### config.mk
export PLATFORM = sky130hd
export DESIGN_NAME = bus_arbiter16
export DESIGN_NICKNAME = d
export VERILOG_FILES = /design/src/rtl/bus_arbiter16.sv
export SDC_FILE = /design/constraint.sdc
export NUM_CORES = 1
export LEC_CHECK = 0
export CAP_MARGIN = 25
export CORE_MARGIN = 1.5
export CORE_UTILIZATION = 35
export CTS_CLUSTER_DIAMETER = 60
export DETAILED_ROUTE_END_ITERATION = 16
export HOLD_SLACK_MARGIN = 0.05
export SYNTH_ARGS = -nofsm -noshare
export SYNTH_HDL_FRONTEND = slang
export SYNTH_SLANG_ARGS = --single-unit
### constraint.sdc
create_clock -name clk -period 4.9 [get_ports clk]
set_input_delay 1.47 -clock clk [delete_from_list [all_inputs] [get_ports clk]]
set_output_delay 1.47 -clock clk [all_outputs]
set_load 0.01 [all_outputs]
### src/rtl/bus_arbiter16.sv
// -----------------------------------------------------------------------------
// bus_arbiter16
//
// Round-robin arbiter for 16 requesters. The arbiter has one owner at a time.
// An owner holds the bus for at most MAX_HOLD consecutive cycles. Between two
// owners there is always exactly one dead cycle, in which gnt is all-zero.
// After an owner leaves, the search pointer moves to the index just past that
// owner. This gives the previous owner the lowest priority in the next search.
//
// Parameters
//   MAX_HOLD  maximum consecutive grant cycles per owner (1..255)
//
// Ports
//   clk      in   1   system clock, rising edge
//   rst      in   1   synchronous active-high reset
//   req      in  16   bus request, bit i = requester i
//   gnt      out 16   registered one-hot grant, zero when the bus is free
//   gnt_id   out  4   registered index of the current (or last) owner
//   busy     out  1   registered, high exactly when gnt is nonzero
//   preempt  out  1   registered one-cycle pulse when the hold limit revokes
//                     a grant
// -----------------------------------------------------------------------------
module bus_arbiter16 #(
    parameter int unsigned MAX_HOLD = 8
) (
    input  logic        clk,
    input  logic        rst,
    input  logic [15:0] req,
    output logic [15:0] gnt,
    output logic [3:0]  gnt_id,
    output logic        busy,
    output logic        preempt
);

    typedef enum logic [1:0] {
        ST_IDLE  = 2'd0,
        ST_GRANT = 2'd1,
        ST_TURN  = 2'd2
    } state_t;

    state_t      state_r;
    state_t      state_s;
    logic [3:0]  ptr_r;
    logic [3:0]  ptr_s;
    logic [7:0]  hold_r;
    logic [7:0]  hold_s;
    logic [15:0] gnt_s;
    logic [3:0]  gnt_id_s;
    logic        busy_s;
    logic        preempt_s;
    logic [4:0]  win_s;
    logic [8:0]  held_s;

    // Returns {found, index}. The search starts at ptr and moves upward with
    // wrap-around. The loop runs from the farthest offset down to the nearest,
    // so the nearest set bit is written last and wins.
    function automatic logic [4:0] find_winner(input logic [15:0] r,
                                               input logic [3:0]  p);
        logic [4:0] res;
        logic [3:0] idx;
        res = 5'd0;
        for (int i = 15; i >= 0; i--) begin
            idx = p + 4'(i);
            if (r[idx]) begin
                res = {1'b1, idx};
            end else begin
                res = res;
            end
        end
        return res;
    endfunction

    // Next-state, next-pointer, hold counter and next registered outputs.
    always_comb begin
        state_s   = state_r;
        ptr_s     = ptr_r;
        hold_s    = hold_r;
        gnt_s     = gnt;
        gnt_id_s  = gnt_id;
        busy_s    = busy;
        preempt_s = 1'b0;
        win_s     = find_winner(req, ptr_r);
        // Number of grant cycles that have elapsed, counting the current one.
        held_s    = {1'b0, hold_r} + 9'd1;

        case (state_r)
            ST_IDLE, ST_TURN: begin
                if (win_s[4]) begin
                    state_s  = ST_GRANT;
                    gnt_s    = 16'd1 << win_s[3:0];
                    gnt_id_s = win_s[3:0];
                    busy_s   = 1'b1;
                    hold_s   = 8'd0;
                end else begin
                    state_s  = ST_IDLE;
                    gnt_s    = 16'h0000;
                    busy_s   = 1'b0;
                end
            end
            ST_GRANT: begin
                if (!req[gnt_id]) begin
                    // A release takes priority over a hold limit on the same edge.
                    state_s  = ST_TURN;
                    gnt_s    = 16'h0000;
                    busy_s   = 1'b0;
                    ptr_s    = gnt_id + 4'd1;
                end else if (held_s >= 9'(MAX_HOLD)) begin
                    state_s   = ST_TURN;
                    gnt_s     = 16'h0000;
                    busy_s    = 1'b0;
                    preempt_s = 1'b1;
                    ptr_s     = gnt_id + 4'd1;
                end else begin
                    hold_s   = held_s[7:0];
                end
            end
            default: begin
                state_s  = ST_IDLE;
                gnt_s    = 16'h0000;
                busy_s   = 1'b0;
            end
        endcase
    end

    // State and registered outputs. The synchronous reset overrides any request.
    always_ff @(posedge clk) begin
        if (rst) begin
            state_r <= ST_IDLE;
            ptr_r   <= 4'd0;
            hold_r  <= 8'd0;
            gnt     <= 16'h0000;
            gnt_id  <= 4'd0;
            busy    <= 1'b0;
            preempt <= 1'b0;
        end else begin
            state_r <= state_s;
            ptr_r   <= ptr_s;
            hold_r  <= hold_s;
            gnt     <= gnt_s;
            gnt_id  <= gnt_id_s;
            busy    <= busy_s;
            preempt <= preempt_s;
        end
    end

endmodule

==> flow_summary.ini <==
[status]
status = complete, but fails checks
failed_checks = DRC

[global_routing]
gr-usage-all-layers = 0.211
grt_pass1_vias = 3770
grt_antenna_before_repair = 0
grt.busiest_layer = met2
grt.overflow.total = 0
grt_max_degree = 35
met2_usage = 0.355
grtUsageMet3 = 0.0245
grt_pass1_wl_microns = 20900
use_met1 = 0.281

[synthesis]
synth_xor_xnor_area_share = 0.0370
syn_nets = 476
synth_compound_area_frac = 0.190
synth_seq_area_share = 0.173
synthCells = 448
ys_types = 75
synth_fa_ha_area_frac = 0.0301
synthArstFlopShare = 0
synth_top_family_by_area = multiplexers
synth_warnings = 0
synthFlopType = dfxtp_1
synth_area_sq_um = 4160
synth_seq_cells = 36
synth_edf_count = 0
yosys.area_share.simple = 0.181
syn-mean-instance-area_sq_um = 9.28
synth_mux_area_frac = 0.339

[power_and_ir_drop]
power_leakage_nw = 1.78
p_switching_mw = 1.75
powerDensity_nw_per_um2 = 697
seqPwrFrac = 0.124
vdd_drop_max_mv = 0.262
clockPowerShare = 0.089
power.share.combinational = 0.787
p_sw_frac = 0.503
intPower_mw = 1.72

[setup_path]
rr_endpoint = gnt_id[1]
required_ns = 5.03
end_kind = flop
start_kind = input pin
r2r-start = ptr_r[1]
worstRegToRegCells = 11
critical_path_arrival_ns = 4.81
critPathKind = input pin to flop
crit_fanout = 9
rrSetupSlack_ns = 0.53

[route]
drt_iter0_markers = 352
num_vias = 3995
antenna_left = 0
vias_per_cell = 6.18
dr.pass1.iters = 11
routed_wl_microns = 13100
drc = 2
wl_per_cell_microns = 20.3

[clock_tree]
clock-sinks = 36
insertion_delay_ns = 0.28
clock_path_buffers = 2
htree_levels = 2
cts_inserted_buffers = 5
root_buffer = clkbuf_16
hold_buffers = 0
ctsResizeCount = 0
path_clk_slew_ns = 0.05
cts_tree = yes
postCtsSetupBuffers = 0

[timing]
worstMarginPinSlew_ns = 0.763
finalHoldViolCount = 0
fin_ws_ns = 0.221
final_max_slew_viol_count = 0
fin_crit_ns = 4.68
relSlewSlack = 0.488
setup_viol = 0
hold_ws_ns = 0.450
fin_worst_skew_ns = 0.00618
rsz0062_at_grt = no
period_share = 0.955
tns_ns = 0
fmax_mhz = 214

[layout]
nets = 530
post-route-util = 0.432
antenna_cells = 0
fill_cells = 1108
drive_above_1_share = 0.243
area_delta_synth_final_pct = 19.7

[hold_path]
min_path_type = flop to flop
hold_path_end = busy
hold_start = busy
holdPathStages = 2

[placement]
portBuffers = 39
finalWeightedCongestion = 1.10
dpl.hpwl_microns = 10500
place_ws_ns = 0.0183

[run]
drv_cap = 0

[floorplan]
die_area_sq_um = 12500
pin_count = 40
core_sq_um = 11500
fp.dieH_microns = 112
start_util = 0.361
dieWidth_microns = 112
rows = 39
[worst max-delay path, cell delays in order]
cell	delay, ns
clkdlybuf4s50_1	0.56
buf_4	0.21
mux4_2	0.45
mux2i_1	0.43
o21ai_1	0.26
or3_1	0.45
o41ai_4	0.34
buf_4	0.21
buf_4	0.17
mux2i_1	0.20
nor2_1	0.06
[cell usage after synthesis (11+ instances only)]
cell	count	area (sq um)
inv_1	12	45.0
mux2i_1	25	250
mux4_2	43	968
nor2_1	34	128
nand2_1	42	158
a21oi_1	17	85.1
nand3_1	11	55.1
o21ai_0	16	80.1
dfxtp_1	36	721
o21ai_1	15	75.1
clkbuf_1	12	45.0
nor3_1	11	55.1
[power by group through the flow]
stage               logic (mW)  clock network (mW)  registers [mW]
detailed placement        2.68                   0           0.436
finish                    2.73               0.308           0.431
global placement          2.67                   0           0.436
floorplan                 1.90                   0           0.403
global route              2.93               0.331           0.439
CTS                       2.69               0.315           0.430
[routing by layer]
layer / vias to the layer above / wire [microns]
li1: 1843 / -
met2: 179 / 6220
met4: 0 / 528
met1: 1931 / 5560
met5: - / 0
met3: 42 / 787
[cells by family after synthesis]
logic type,after synthesis
compound gates,113
fa+ha+maj,10
buf+inv,41
mux,83
xor+xnor,15
flops,36
simple gates,150
[cell usage in the layout, fill, tap and decap left out, types with 12 or more instances in the layout]
cell type        count
mux4_2              43
nand2_1             42
clkdlybuf4s50_1     39
dfxtp_1             35
nor2_1              34
buf_4               33
mux2i_1             25
a21oi_1             17
o21ai_0             16
o21ai_1             15
inv_1               12
[metrics by stage]
stage | area [sq um] | cells | power, mW
after floorplan | 4160 | 448 | 2.30
after global placement | 4830 | 638 | 3.11
after detailed placement | 4830 | 638 | 3.11
after CTS | 4980 | 646 | 3.44
after global routing | 4980 | 646 | 3.70
final | 4980 | 646 | 3.47
[final cells by class]
class / count / area [sq um] / area share
Clock inverter: 3 / 23.8 / 0.00478
Timing Repair Buffer: 72 / 638 / 0.128
Clock buffer: 5 / 125 / 0.0251
Inverter: 16 / 60.1 / 0.0121
Sequential cell: 36 / 722 / 0.145
Multi-Input combinational cell: 371 / 3230 / 0.649
Tap cell: 143 / 179 / 0.0359
[sequential cells by signal, summed over array words and instances (netlist names)]
name,cells
preempt,1
gnt_id,4
busy,1
gnt,16
ptr_r,4
hold_r,8
state_r,2
[how the worst max path moves through the flow]
stage	start	endpoint	slack, ns	depth (start not counted)
after floorplan	ptr_r[1]	gnt[15]	0.83	15
after global placement	req[9]	gnt[4]	0.05	10
after detailed placement	req[14]	hold_r[4]	0.02	12
after CTS	req[14]	gnt_id[1]	0.29	11
after global routing	req[14]	gnt_id[1]	0.14	11
final	req[14]	gnt_id[1]	0.22	11
(Power assumes the default switching activity.)
